--- src/rtl/softmax_norm_pkg.sv ---
// Shared types and constants for the softmax row normaliser.
// Holds the per-bank state enum, Q2.13 constants and accumulator sizing helpers.
package softmax_norm_pkg;

    typedef enum logic {S_LOAD, S_EMIT} state_t;

    localparam int DATA_W   = 16;
    localparam int FRAC_BIT = 13;
    localparam int Q_ONE    = 1 << FRAC_BIT;

    function automatic int sat_max(input int d_w);
        return (1 << (d_w - 1)) - 1;
    endfunction

    localparam int SAT_MAX = sat_max(DATA_W);

    // Wide enough to sum ROW_LEN clamped (non-negative) scores without wrapping.
    function automatic int acc_w(input int d_w, input int row_len);
        return d_w - 1 + $clog2(row_len);
    endfunction

endpackage

--- src/rtl/softmax_row_norm_if.sv ---
// Score input stream, weight output stream and external divider hookup.
// master = environment side, slave = normaliser side.
interface softmax_row_norm_if #(
    parameter int D_W = 16
);
    logic           score_valid;
    logic           score_ready;
    logic [D_W-1:0] score_data;
    logic           weight_valid;
    logic           weight_ready;
    logic [D_W-1:0] weight_data;
    logic           weight_last;
    logic [D_W-1:0] div_dividend;
    logic [D_W-1:0] div_divisor;
    logic [D_W-1:0] div_quotient;

    modport master (
        output score_valid, score_data, weight_ready, div_quotient,
        input  score_ready, weight_valid, weight_data, weight_last, div_dividend, div_divisor
    );

    modport slave (
        input  score_valid, score_data, weight_ready, div_quotient,
        output score_ready, weight_valid, weight_data, weight_last, div_dividend, div_divisor
    );
endinterface

--- src/rtl/softmax_norm_buf.sv ---
// One row of scores: ROW_LEN x D_W register file, one write port, one async read port.
module softmax_norm_buf #(
    parameter int D_W     = 16,
    parameter int ROW_LEN = 16,
    localparam int IDX_W  = $clog2(ROW_LEN)
) (
    input  logic             clk,
    input  logic             we,
    input  logic [IDX_W-1:0] waddr,
    input  logic [D_W-1:0]   wdata,
    input  logic [IDX_W-1:0] raddr,
    output logic [D_W-1:0]   rdata
);

    logic [D_W-1:0] mem [ROW_LEN];

    always_ff @(posedge clk) begin
        if (we) begin
            mem[waddr] <= wdata;
        end
    end

    assign rdata = mem[raddr];

endmodule

--- src/rtl/softmax_row_norm.sv ---
// Softmax row normaliser: buffers a row of exp scores, sums them, and registers exp_i/sum from
// an external divider. Optional macro SOFTMAX_NORM_PINGPONG_EN selects two banks for gapless rows.
module softmax_row_norm
    import softmax_norm_pkg::*;
#(
    parameter int D_W     = 16,
    parameter int ROW_LEN = 16
) (
    input  logic               clk,
    input  logic               rst,
    softmax_row_norm_if.slave  bus
);

    localparam int ACC_W = acc_w(D_W, ROW_LEN);
    localparam int IDX_W = $clog2(ROW_LEN);
`ifdef SOFTMAX_NORM_PINGPONG_EN
    localparam int NB = 2;
`else
    localparam int NB = 1;
`endif
    localparam logic [IDX_W-1:0] LAST_IDX = IDX_W'(ROW_LEN - 1);
    localparam logic [ACC_W-1:0] SAT      = ACC_W'(sat_max(D_W));
    localparam logic             BANK_INC = 1'(NB - 1);

    state_t           bank_state_reg [NB];
    state_t           bank_state_next [NB];
    logic [ACC_W-1:0] acc_reg [NB];
    logic [ACC_W-1:0] acc_next [NB];
    logic [D_W-1:0]   divisor_reg [NB];
    logic [D_W-1:0]   divisor_next [NB];
    logic [D_W-1:0]   rd_data [NB];

    logic [IDX_W-1:0] wr_idx_reg, wr_idx_next;
    logic [IDX_W-1:0] rd_idx_reg, rd_idx_next;
    logic             load_bank_reg, load_bank_next;
    logic             emit_bank_reg, emit_bank_next;
    logic             weight_valid_reg, weight_valid_next;
    logic             weight_last_reg, weight_last_next;
    logic [D_W-1:0]   weight_data_reg, weight_data_next;

    logic             in_fire;
    logic             emitting;
    logic             out_load;
    logic [D_W-1:0]   clamped;
    logic [ACC_W-1:0] acc_sum;

    // Negative scores are stored and summed as zero so the dividend never exceeds the sum.
    assign clamped  = bus.score_data[D_W-1] ? '0 : bus.score_data;
    assign in_fire  = bus.score_valid && bus.score_ready;
    assign emitting = (bank_state_reg[emit_bank_reg] == S_EMIT);
    assign out_load = emitting && (!weight_valid_reg || bus.weight_ready);
    assign acc_sum  = acc_reg[load_bank_reg] + ACC_W'(clamped);

    assign bus.score_ready  = (bank_state_reg[load_bank_reg] == S_LOAD);
    assign bus.div_dividend = rd_data[emit_bank_reg];
    assign bus.div_divisor  = divisor_reg[emit_bank_reg];
    assign bus.weight_valid = weight_valid_reg;
    assign bus.weight_data  = weight_data_reg;
    assign bus.weight_last  = weight_last_reg;

    generate
        for (genvar gi = 0; gi < NB; gi++) begin : g_bank
            softmax_norm_buf #(
                .D_W     (D_W),
                .ROW_LEN (ROW_LEN)
            ) u_buf (
                .clk   (clk),
                .we    (in_fire && (load_bank_reg == 1'(gi))),
                .waddr (wr_idx_reg),
                .wdata (clamped),
                .raddr (rd_idx_reg),
                .rdata (rd_data[gi])
            );
        end
    endgenerate

    // Each bank runs its own LOAD/EMIT cycle; load and emit pointers advance independently.
    always_comb begin
        for (int b = 0; b < NB; b++) begin
            bank_state_next[b] = bank_state_reg[b];
            acc_next[b]        = acc_reg[b];
            divisor_next[b]    = divisor_reg[b];
        end
        wr_idx_next       = wr_idx_reg;
        rd_idx_next       = rd_idx_reg;
        load_bank_next    = load_bank_reg;
        emit_bank_next    = emit_bank_reg;
        weight_valid_next = weight_valid_reg;
        weight_last_next  = weight_last_reg;
        weight_data_next  = weight_data_reg;

        if (in_fire) begin
            acc_next[load_bank_reg] = acc_sum;
            wr_idx_next             = wr_idx_reg + 1'b1;
            if (wr_idx_reg == LAST_IDX) begin
                wr_idx_next                    = '0;
                bank_state_next[load_bank_reg] = S_EMIT;
                divisor_next[load_bank_reg]    = (acc_sum > SAT) ? D_W'(SAT) : D_W'(acc_sum);
                load_bank_next                 = load_bank_reg ^ BANK_INC;
            end
        end

        if (out_load) begin
            weight_valid_next = 1'b1;
            weight_data_next  = bus.div_quotient;
            weight_last_next  = (rd_idx_reg == LAST_IDX);
            rd_idx_next       = rd_idx_reg + 1'b1;
            if (rd_idx_reg == LAST_IDX) begin
                rd_idx_next                    = '0;
                acc_next[emit_bank_reg]        = '0;
                bank_state_next[emit_bank_reg] = S_LOAD;
                emit_bank_next                 = emit_bank_reg ^ BANK_INC;
            end
        end else if (bus.weight_ready) begin
            weight_valid_next = 1'b0;
        end
    end

    always_ff @(posedge clk or posedge rst) begin
        if (rst) begin
            for (int b = 0; b < NB; b++) begin
                bank_state_reg[b] <= S_LOAD;
                acc_reg[b]        <= '0;
                divisor_reg[b]    <= '0;
            end
            wr_idx_reg       <= '0;
            rd_idx_reg       <= '0;
            load_bank_reg    <= 1'b0;
            emit_bank_reg    <= 1'b0;
            weight_valid_reg <= 1'b0;
            weight_last_reg  <= 1'b0;
            weight_data_reg  <= '0;
        end else begin
            for (int b = 0; b < NB; b++) begin
                bank_state_reg[b] <= bank_state_next[b];
                acc_reg[b]        <= acc_next[b];
                divisor_reg[b]    <= divisor_next[b];
            end
            wr_idx_reg       <= wr_idx_next;
            rd_idx_reg       <= rd_idx_next;
            load_bank_reg    <= load_bank_next;
            emit_bank_reg    <= emit_bank_next;
            weight_valid_reg <= weight_valid_next;
            weight_last_reg  <= weight_last_next;
            weight_data_reg  <= weight_data_next;
        end
    end

endmodule

--- src/flat_wrapper.sv ---
// flat-port wrapper written by rule: the top's interface ports become plain ports
module softmax_row_norm_flat import softmax_norm_pkg::*;
#(
    parameter int D_W     = 16,
    parameter int ROW_LEN = 16
)
  (clk, rst, bus_score_valid, bus_score_data, bus_weight_ready, bus_div_quotient, bus_score_ready, bus_weight_valid, bus_weight_data, bus_weight_last, bus_div_dividend, bus_div_divisor);
  softmax_row_norm_if #(.D_W(D_W)) bus_i ();
  input  logic clk;
  input  logic rst;
  input wire logic [$bits(bus_i.score_valid)-1:0] bus_score_valid;
  input wire logic [$bits(bus_i.score_data)-1:0] bus_score_data;
  input wire logic [$bits(bus_i.weight_ready)-1:0] bus_weight_ready;
  input wire logic [$bits(bus_i.div_quotient)-1:0] bus_div_quotient;
  output wire logic [$bits(bus_i.score_ready)-1:0] bus_score_ready;
  output wire logic [$bits(bus_i.weight_valid)-1:0] bus_weight_valid;
  output wire logic [$bits(bus_i.weight_data)-1:0] bus_weight_data;
  output wire logic [$bits(bus_i.weight_last)-1:0] bus_weight_last;
  output wire logic [$bits(bus_i.div_dividend)-1:0] bus_div_dividend;
  output wire logic [$bits(bus_i.div_divisor)-1:0] bus_div_divisor;
  assign bus_i.score_valid = bus_score_valid;
  assign bus_i.score_data = bus_score_data;
  assign bus_i.weight_ready = bus_weight_ready;
  assign bus_i.div_quotient = bus_div_quotient;
  assign bus_score_ready = bus_i.score_ready;
  assign bus_weight_valid = bus_i.weight_valid;
  assign bus_weight_data = bus_i.weight_data;
  assign bus_weight_last = bus_i.weight_last;
  assign bus_div_dividend = bus_i.div_dividend;
  assign bus_div_divisor = bus_i.div_divisor;
  softmax_row_norm #(.D_W(D_W), .ROW_LEN(ROW_LEN)) u_core (.clk(clk), .rst(rst), .bus(bus_i));
endmodule
--- config.mk ---
export PLATFORM = sky130hd
export DESIGN_NAME = softmax_row_norm_flat
export DESIGN_NICKNAME = d
export VERILOG_FILES = /design/src/rtl/softmax_norm_pkg.sv /design/src/rtl/softmax_row_norm_if.sv /design/src/rtl/softmax_norm_buf.sv /design/src/rtl/softmax_row_norm.sv /design/src/flat_wrapper.sv
export SDC_FILE = /design/constraint.sdc
export NUM_CORES = 1
export LEC_CHECK = 0
export ABC_AREA = 1
export BUFFER_PORTS_ARGS = -buffer_cell sky130_fd_sc_hd__buf_2
export CORE_UTILIZATION = 35
export CTS_CLUSTER_SIZE = 8
export DETAILED_ROUTE_END_ITERATION = 10
export GPL_TIMING_DRIVEN = 0
export PLACE_DENSITY = 0.61
export SYNTH_ARGS = -nofsm -noshare
export SYNTH_HDL_FRONTEND = slang
export SYNTH_SLANG_ARGS = --single-unit
export TNS_END_PERCENT = 1
--- constraint.sdc ---
create_clock -name clk -period 2.15 [get_ports clk]
set_input_delay 0.43 -clock clk [delete_from_list [all_inputs] [get_ports clk]]
set_output_delay 0.43 -clock clk [all_outputs]
set_load 0.03 [all_outputs]
==> flow_summary.ini, run 1 <==
[status]
status = finished, violations left
failed_checks = design-rule violations, negative setup slack

[cts]
clock_path_buffers = 3
cts_made_buffers = 44
clk_pin_slew_ns = 0.05
cts_max_level = 2
clkSinkCount = 302
insertion_delay_ns = 0.56
cts-root-buf = clkbuf_16
cts_tree = yes
cts_hold_buffers = 0

[sta]
finalWorstSetupSlack_ns = -0.623
min_period_over_period_pct = 129
tns_ns = -14.21
relSlewSlack_pct = 39.4
finalSetupViolCount = 36
tightest_slew_ns = 0.908
hold_violations = 0
clock_skew_ns = 0.0334
post-route-min-period_ns = 2.77
fmax_mhz = 361
rsz0062_at_grt = true
maxSlewViolCount = 0

[floorplanning]
design.portCount = 87
start_util_pct = 35.4
die_height_um = 197
core-area_mm2 = 0.0376
die_area_mm2 = 0.0388
fp-row-count = 71
die_x_um = 197

[logic_synthesis]
netlist_area_mm2 = 0.0133
synth.distinct_cells = 38
yosys-top-cells-count = edfxtp_1, nor2_1, nand2_1
syn-instance-count = 1207
synth-seq-area-share_pct = 65.8
yosysWarnings = 0
synth_async_sr_flop_share_pct = 20.5
ys.flop_type = edfxtp_1
synth_top_area_share_pct = 54.1
ys_seq_elements = 302
synth_fp_nets = 1264
synth_edf_count = 240
avgSynthCellArea_um2 = 11.0
synth_area_leader_cell = edfxtp_1
yosysMostFrequentCell = edfxtp_1
synthTopCellsByArea = edfxtp_1, dfrtp_1, nor2_1

[cells_and_area]
diodes = 0
instances_no_fill = 1871
area_growth_pct = 25.7
fin_util_pct = 44.5
fin_nets = 1404
largest_reg_flops = 240
drive_gt1_share_pct = 25.7
fill_cells = 3458

[worst_setup_path]
path_cells = clkbuf_16 > buf_12 > nor2_1 > o32ai_2 > o211ai_1 > nand3_1 > buf_6
end_kind = output port
critPathRequiredTime_ns = 1.72
slowest_delay_ns = 0.52
cp.arrival_ns = 2.34
critical_path_buf_inv_count = 3
cp_top_family = flip-flops
slowest_stage = dfrtp_2
r2r.worst_path.cells = 16
cp_max_fo = 10
startpoint_type = flip-flop
path_class = reg -> out
r2r_start = u_core.acc_reg[0]
crit_start = u_core.rd_idx_reg[0]
reg2reg_to = u_core.divisor_reg[9]
reg2reg_setup_slack_ns = -0.10

[pwr]
leakagePower_nw = 6.62
power_mw = 24.7
vdd_drop_max_uv = 692
powerDensity_mw_per_mm2 = 1480

[drt]
drtAntennaViolNets = 0
drc = 2
viasPerCell = 5.03
drt-pass1-iter-count = 8
post_drt_wl_per_cell_um = 19.5
first_iter_violations = 800
routed_wl_um = 36500
via_count = 9420

[grt]
grt_pass1_wl_um = 55800
grt-ovfl-total = 0
grt_pass1_vias = 9504
antenna_found_initial = 0
grt_max_degree = 63
grt_use_total_pct = 19.0

[job]
drv_cap = 0

[placement]
dp_worst_setup_slack_ns = -1.14
hpwl_um = 23700
gp_congestion = 0.880
portBuffers = 85
placedCellCount = 1805

[worst_hold_path]
hp-class = in -> async
[report_power, final]
group / internal, mW / leakage (nW) / switching, mW
combinational: 3.78 / 3.08 / 7.10
sequential: 7.16 / 2.95 / 0.453
clock: 3.75 / 0.596 / 2.48
total: 14.7 / 6.62 / 10.0
[repair_timing]
action / 4_1_cts / 5_1_grt
resized for setup: 152 / 86
pin swaps: 16 / 29
setup endpoints to repair: 272 / 278
setup buffers: 3 / 2
cloned: 0 / 2
[worst max-delay path by stage]
stage,cells past startpoint,slack [ns],to
2_1_floorplan,18,-0.23,u_core.divisor_reg[0]
3_3_place_gp,16,-1.05,u_core.divisor_reg[2]
3_5_place_dp,16,-1.14,u_core.divisor_reg[0]
4_1_cts,7,-0.62,bus_div_dividend[6]
5_1_grt,7,-0.66,bus_div_dividend[6]
6_report,7,-0.62,bus_div_dividend[8]
[per-layer routing]
layer	wire length (um)	vias up	global-route usage (%)
li1	-	4445	-
met4	949	0	6.46
met3	2120	63	2.24
met1	15800	4578	25.7
met2	17600	334	31.9
met5	0	-	0
[layout by cell type (no fill, tap or decap), types with 25 or more instances in the layout]
master,netlist,routed
edfxtp_1,240,240
nand3_2,11,25
nor2_1,224,188
buf_2,11,78
nand2_1,197,191
dfrtp_1,62,60
inv_1,92,87
nand3_1,50,35
clkbuf_16,0,46
o21ai_0,79,70
nor2_4,1,32
[kinds of logic (layout without fill, tap and decap cells)]
logic type / count (synthesis) / count (layout) / synth area share, %
mux: 23 / 23 / 1.73
xor+xnor: 11 / 11 / 0.724
other cells: 1 / 1 / 0.0282
flops: 302 / 302 / 65.8
buf+inv: 156 / 309 / 4.74
simple gates: 519 / 519 / 16.4
fa+ha+maj: 21 / 21 / 2.03
compound gates: 174 / 174 / 8.54
[area by class of cell]
type,instances,area [um^2],share of cell area (%)
clock inverter,4,78.8,0.471
buffer,57,472,2.82
timing repair buffer,94,608,3.63
sequential,302,8760,52.4
multi-input combinational,749,4630,27.7
clock buffer,55,1150,6.89
inverter,99,390,2.33
tap,511,639,3.82
[through the flow]
stage	instance area, um^2	hold WS, ns
2_1_floorplan	13500	0.491
3_3_place_gp	14500	0.460
3_5_place_dp	14600	0.464
4_1_cts	16400	0.0656
5_1_grt	16700	0.0802
6_report	16700	0.0474
(Power assumes the default switching activity.)
==> run 2: changes to the inputs <==
- CAP_MARGIN: unset -> 20
- SYNTH_HIERARCHICAL: unset -> 1
- TNS_END_PERCENT: 1 -> unset
==> run 2 against run 1 <==
  * The flow finishes with violations (negative setup slack)
  * Non-clock buffer count rose by 60
  * Core utilization is 2.9 points higher
  * Highest routed layer unchanged
  * Sequential cell count grew 16
  * Critical path depth grew 3
  * Register-to-register slack about the same
  * Power is 12% higher
==> flow_summary.ini, run 2 <==
[status]
status = finished, violations left
failed_checks = negative setup slack

[pwr]
vdd_drop_max_uv = 793
clkPwrFrac_pct = 23.0
sw_frac_of_total_pct = 41.4
power_mw = 27.6
leakagePower_nw = 8.66
powerDensity_mw_per_mm2 = 1410
seqPwrFrac_pct = 28.8
p_sw_mw = 11.4
pwr-share-comb_pct = 48.2
internal_power_mw = 16.2

[drt]
post_drt_wl_per_cell_um = 18.9
viasPerCell = 4.93
drt-pass1-iter-count = 5
routed_wl_um = 44200
drc = 0
via_count = 11545
drtAntennaViolNets = 0
first_iter_violations = 1091

[logic_synthesis]
synth_async_sr_flop_share_pct = 19.5
synth_top_area_share_pct = 51.9
yosysWarnings = 6
synthTopCellsByArea = edfxtp_1, nand2_1, dfrtp_1
yosysMostFrequentCell = nand2_1
ys.flop_type = edfxtp_1
synth.distinct_cells = 39
ys_seq_elements = 318
netlist_area_mm2 = 0.0148
synth-seq-area-share_pct = 62.4
synth_edf_count = 256
yosys-top-cells-count = nand2_1, inv_1, edfxtp_1
synth_area_leader_cell = edfxtp_1
avgSynthCellArea_um2 = 9.35
syn-instance-count = 1583

[floorplanning]
die_area_mm2 = 0.0431
core-area_mm2 = 0.0413
fp-row-count = 74
design.portCount = 87
start_util_pct = 35.9
die_x_um = 208
die_height_um = 208

[placement]
gp_congestion = 0.901
hpwl_um = 27900
portBuffers = 86

[sta]
finalSetupViolCount = 31
post-route-min-period_ns = 2.55
rsz0062_at_grt = true
fmax_mhz = 392
maxSlewViolCount = 0
hold_violations = 0
clock_skew_ns = 0.0145
finalWorstSetupSlack_ns = -0.399
min_period_over_period_pct = 119
tightest_slew_ns = 0.590
relSlewSlack_pct = 60.6

[grt]
antenna_found_initial = 0
grt-ovfl-total = 0
grt_use_total_pct = 20.3
grt_max_degree = 38
grt_pass1_wl_um = 66600
grt_pass1_vias = 11251

[cts]
cts-root-buf = clkbuf_16
cts_max_level = 2
clkSinkCount = 318
cts_tree = yes
clock_path_buffers = 3
cts_made_buffers = 45
clk_pin_slew_ns = 0.05
insertion_delay_ns = 0.56

[worst_setup_path]
end_kind = output port
path_class = reg -> out
reg2reg_setup_slack_ns = -0.09
critPathRequiredTime_ns = 1.72
cp_max_fo = 8
startpoint_type = flip-flop
cp.arrival_ns = 2.12

[cells_and_area]
fin_nets = 1847
fill_cells = 3793
drive_gt1_share_pct = 25.7
area_growth_pct = 32.4
final_cell_mix = nand2_1, inv_1, edfxtp_1, nand3_1, buf_2
multi_input_area_mm2 = 0.00538
diodes = 0
final-seq-area_mm2 = 0.00924
largest_reg_flops = 256
fin_util_pct = 47.5
final_common_cell = nand2_1

[job]
drv_cap = 0

[worst_hold_path]
hp-class = in -> reg
## run 2: changes by cell type in the layout (fill, tap and decap cells not counted), moves of 18 or more
| cell | delta |
|---|---|
| o21ai_0 | -59 |
| nand2_1 | +255 |
| nor2_4 | +18 |
| o32ai_2 | -22 |
| inv_1 | +179 |
| nand3_2 | +32 |
| mux2i_1 | -18 |
| nand2_2 | +31 |
| nand3_1 | +114 |
| buf_12 | +26 |
| buf_4 | +34 |
| nor2_1 | -130 |
## run 2: worst paths after layout
kind,start,depth (start not counted),end
worst max-delay path,u_core/rd_idx_reg[0],10,bus_div_dividend[13]
worst min-delay path,bus_div_quotient[12],3,u_core/bus.weight_data[12]
worst max register to register,u_core/acc_reg[0],15,u_core/divisor_reg[11]
worst min register to register,u_core/bus.weight_data[13],2,u_core/bus.weight_data[13]
max in group asynchronous,rst,4,u_core/acc_reg[5]
min in group asynchronous,rst,3,u_core/bus.weight_data[7]
## run 2: per-stage QoR
stage / TNS [ns] / setup slack, ns / hold WS (ns) / area, um^2 / std cells
CTS: -6.46 / -0.407 / 0.0580 / 18900 / 2332
global route: -9.37 / -0.456 / 0.0675 / 19600 / 2340
finish: -6.55 / -0.399 / 0.0781 / 19600 / 2340
global placement: -265.82 / -1.05 / 0.458 / 16300 / 2216
floorplan: -1.03 / -0.103 / 0.496 / 15200 / 1598
detailed placement: -221.21 / -1.11 / 0.460 / 16400 / 2219
## run 2: logic make-up (layout without fill, tap and decap cells)
group | after synthesis | in the layout | synth area share [%]
DFF | 318 | 318 | 62.4
other | 1 | 16 | 0.0253
and+or+nand+nor | 856 | 856 | 24.4
xor gates and xnor gates | 9 | 9 | 0.532
adders and majority gates | 18 | 18 | 1.57
buffers and inverters | 337 | 547 | 9.38
AOI/OAI and AO/OA | 44 | 44 | 1.73
## run 2: final cells by class
| cell class | instances | area share, % |
|---|---|---|
| clock inverter | 3 | 0.192 |
| multi-input combinational | 943 | 27.4 |
| buffer | 63 | 3.39 |
| inverter | 274 | 5.27 |
| sequential | 318 | 47.2 |
| clock buffer | 59 | 6.01 |
| tap | 532 | 3.40 |
| timing repair buffer | 148 | 7.14 |
## run 2: timing repair
| action | 4_1_cts | 5_1_grt |
|---|---|---|
| endpoints found under the hold margin | 25 | 0 |
| cloned | 2 | 6 |
| buffers inserted | 48 | 3 |
| pin swaps | 61 | 43 |
| hold buffers | 1 | 0 |
| resized for setup | 194 | 123 |
| setup endpoints to repair | 300 | 244 |
## run 2: power groups by stage
stage	registers, mW	logic [mW]	clock network, mW
finish	7.95	13.3	6.34
global route	8.02	14.2	6.69
CTS	7.94	11.9	6.43
detailed placement	8.02	10.1	0
global placement	8.00	9.96	0
floorplan	8.36	6.41	0
## run 2: routing by layer
metal / up-vias / wire length (um) / global-route usage [%] / part of all wire (%)
met2: 515 / 20600 / 32.5 / 47
met1: 5508 / 18600 / 27.7 / 42
li1: 5435 / - / - / -
met5: - / 0 / 0 / 0
met3: 87 / 3530 / 3.27 / 8.0
met4: 0 / 1440 / 7.43 / 3.3
## run 2: worst max-delay path: stages (launching register included)
cell and delay [ns]:
dfrtp_2 0.47, inv_4 0.12, buf_12 0.17, buf_12 0.12, nand2_1 0.05, nand2_1 0.06, nand2_1 0.13, nand3_2 0.11
nand3_2 0.09, nand2_2 0.12, buf_6 0.14
==> run 3: changes to the inputs <==
- CTS_BUF_LIST: unset -> sky130_fd_sc_hd__clkbuf_16
==> run 3 against run 2 <==
  * Die area unchanged
  * Combinational power about the same
  * Sequential cell count unchanged
  * The flow still finishes with violations (negative setup slack)
  * Global-route usage unchanged
  * Clock power decreased by 0.9%
  * Hold slack lost 0.00094 ns
==> flow_summary.ini, run 3 (same netlist as run 2, synthesis figures left out) <==
[status]
status = finished, violations left
failed_checks = negative setup slack

[drt]
drt-pass1-iter-count = 7
post_drt_wl_per_cell_um = 18.9
drtAntennaViolNets = 0
first_iter_violations = 1099
drc = 0
via_count = 11519
routed_wl_um = 44300
viasPerCell = 4.92

[cells_and_area]
final_common_cell = nand2_1
final-seq-area_mm2 = 0.00924
drive_gt1_share_pct = 25.7
fin_nets = 1847
multi_input_area_mm2 = 0.00538
largest_reg_flops = 256
area_growth_pct = 32.4
final_cell_mix = nand2_1, inv_1, edfxtp_1, nand3_1, buf_2
diodes = 0
fill_cells = 3793

[floorplanning]
core-area_mm2 = 0.0413
die_x_um = 208
start_util_pct = 35.9
die_area_mm2 = 0.0431
design.portCount = 87
fp-row-count = 74
die_height_um = 208

[cts]
clock_path_buffers = 3
cts_made_buffers = 45
cts-root-buf = clkbuf_16
clk_pin_slew_ns = 0.05
cts_max_level = 2
clkSinkCount = 318
cts_tree = yes
insertion_delay_ns = 0.56

[placement]
gp_congestion = 0.901
hpwl_um = 27900
portBuffers = 86

[sta]
finalSetupViolCount = 31
min_period_over_period_pct = 119
maxSlewViolCount = 0
tightest_slew_ns = 0.590
finalWorstSetupSlack_ns = -0.399
relSlewSlack_pct = 60.6
fmax_mhz = 392
fin_hold_ws_ns = 0.0772
hold_violations = 0
clock_skew_ns = 0.0135
post-route-min-period_ns = 2.55
rsz0062_at_grt = true

[worst_hold_path]
hold_depth = 3
min-delay-start = bus_div_quotient[12]
min_to = u_core/bus.weight_data[12]
hp-class = in -> reg

[worst_setup_path]
end_kind = output port
slowest_delay_ns = 0.47
r2r_start = u_core/acc_reg[0]
cp_num_cells = 10
path_cells = inv_4 > buf_12 > buf_12 > nand2_1 > nand2_1 > nand2_1 > nand3_2 > nand3_2 > nand2_2 > buf_6
slowest_stage = dfrtp_2
r2r.worst_path.cells = 15
timing.critical_path.mode_cell = nand2_1
critical_path_buf_inv_count = 4
cp_max_fo = 8
reg2reg_to = u_core/divisor_reg[11]
cp.arrival_ns = 2.12
path_class = reg -> out
critPathRequiredTime_ns = 1.72
reg2reg_setup_slack_ns = -0.09
startpoint_type = flip-flop
cp_top_family = buffers and inverters

[job]
drv_cap = 0

[pwr]
p_sw_mw = 11.5
power_mw = 27.6
seqPwrFrac_pct = 28.8
internal_power_mw = 16.1
sw_frac_of_total_pct = 41.6
pwr-share-comb_pct = 48.4
leakagePower_nw = 8.72
clkPwrFrac_pct = 22.8
vdd_drop_max_uv = 793
powerDensity_mw_per_mm2 = 1410

[grt]
grt-ovfl-total = 0
grt_pass1_vias = 11249
grt_pass1_wl_um = 66600
antenna_found_initial = 0
grt_use_total_pct = 20.3
grt_max_degree = 38
-- run 3: per-stage QoR --
step / utilization, % / setup WS, ns / cell area (um^2) / TNS [ns] / std cells
after global placement: 39.5 / -1.05 / 16300 / -265.82 / 2216
after global routing: 47.5 / -0.456 / 19600 / -9.38 / 2340
after floorplan: - / -0.103 / 15200 / -1.03 / 1598
final: 47.5 / -0.399 / 19600 / -6.68 / 2340
after detailed placement: 39.6 / -1.11 / 16400 / -221.21 / 2219
after CTS: 45.8 / -0.407 / 18900 / -6.46 / 2332
-- run 3: area by class of cell --
class / instances / area share (%)
Sequential cell: 318 / 47.2
Multi-Input combinational cell: 943 / 27.4
Timing Repair Buffer: 148 / 7.14
Clock buffer: 45 / 5.75
Inverter: 274 / 5.27
Tap cell: 532 / 3.40
Buffer: 63 / 3.39
Clock inverter: 17 / 0.460
-- run 3: timing repair --
action / in CTS / in global routing
pin swaps: 61 / 43
cloned: 2 / 6
endpoints found under the hold margin: 25 / 0
endpoints found under the setup margin: 300 / 244
setup buffers: 48 / 3
gates resized for setup: 194 / 123
hold buffers: 1 / 0
-- run 3: power by group through the flow --
stage	sequential, mW	clock [mW]	combinational [mW]
CTS	7.94	6.36	11.9
detailed placement	8.02	0	10.1
finish	7.95	6.28	13.3
global route	8.02	6.62	14.2
global placement	8.00	0	9.96
floorplan	8.36	0	6.41
-- run 3: worst min-delay path: stages --
cell and delay [ns]:
buf_2 0.07, nand2_1 0.04, nand2_1 0.04
-- run 3: worst max path at each step --
stage                               from                    end
finish              u_core/rd_idx_reg[0]   bus_div_dividend[13]
global placement      bus_score_data[15]  u_core/divisor_reg[5]
detailed placement    bus_score_data[15]  u_core/divisor_reg[9]
floorplan             bus_score_data[15]  u_core/divisor_reg[9]
global route        u_core/rd_idx_reg[0]   bus_div_dividend[13]
CTS                 u_core/rd_idx_reg[0]    bus_div_dividend[4]
-- run 3: per-layer routing --
layer	GRT usage, %	wire (um)
met1	27.7	19000
met2	32.5	20600
met3	3.27	3290
met4	7.43	1380
met5	0	0
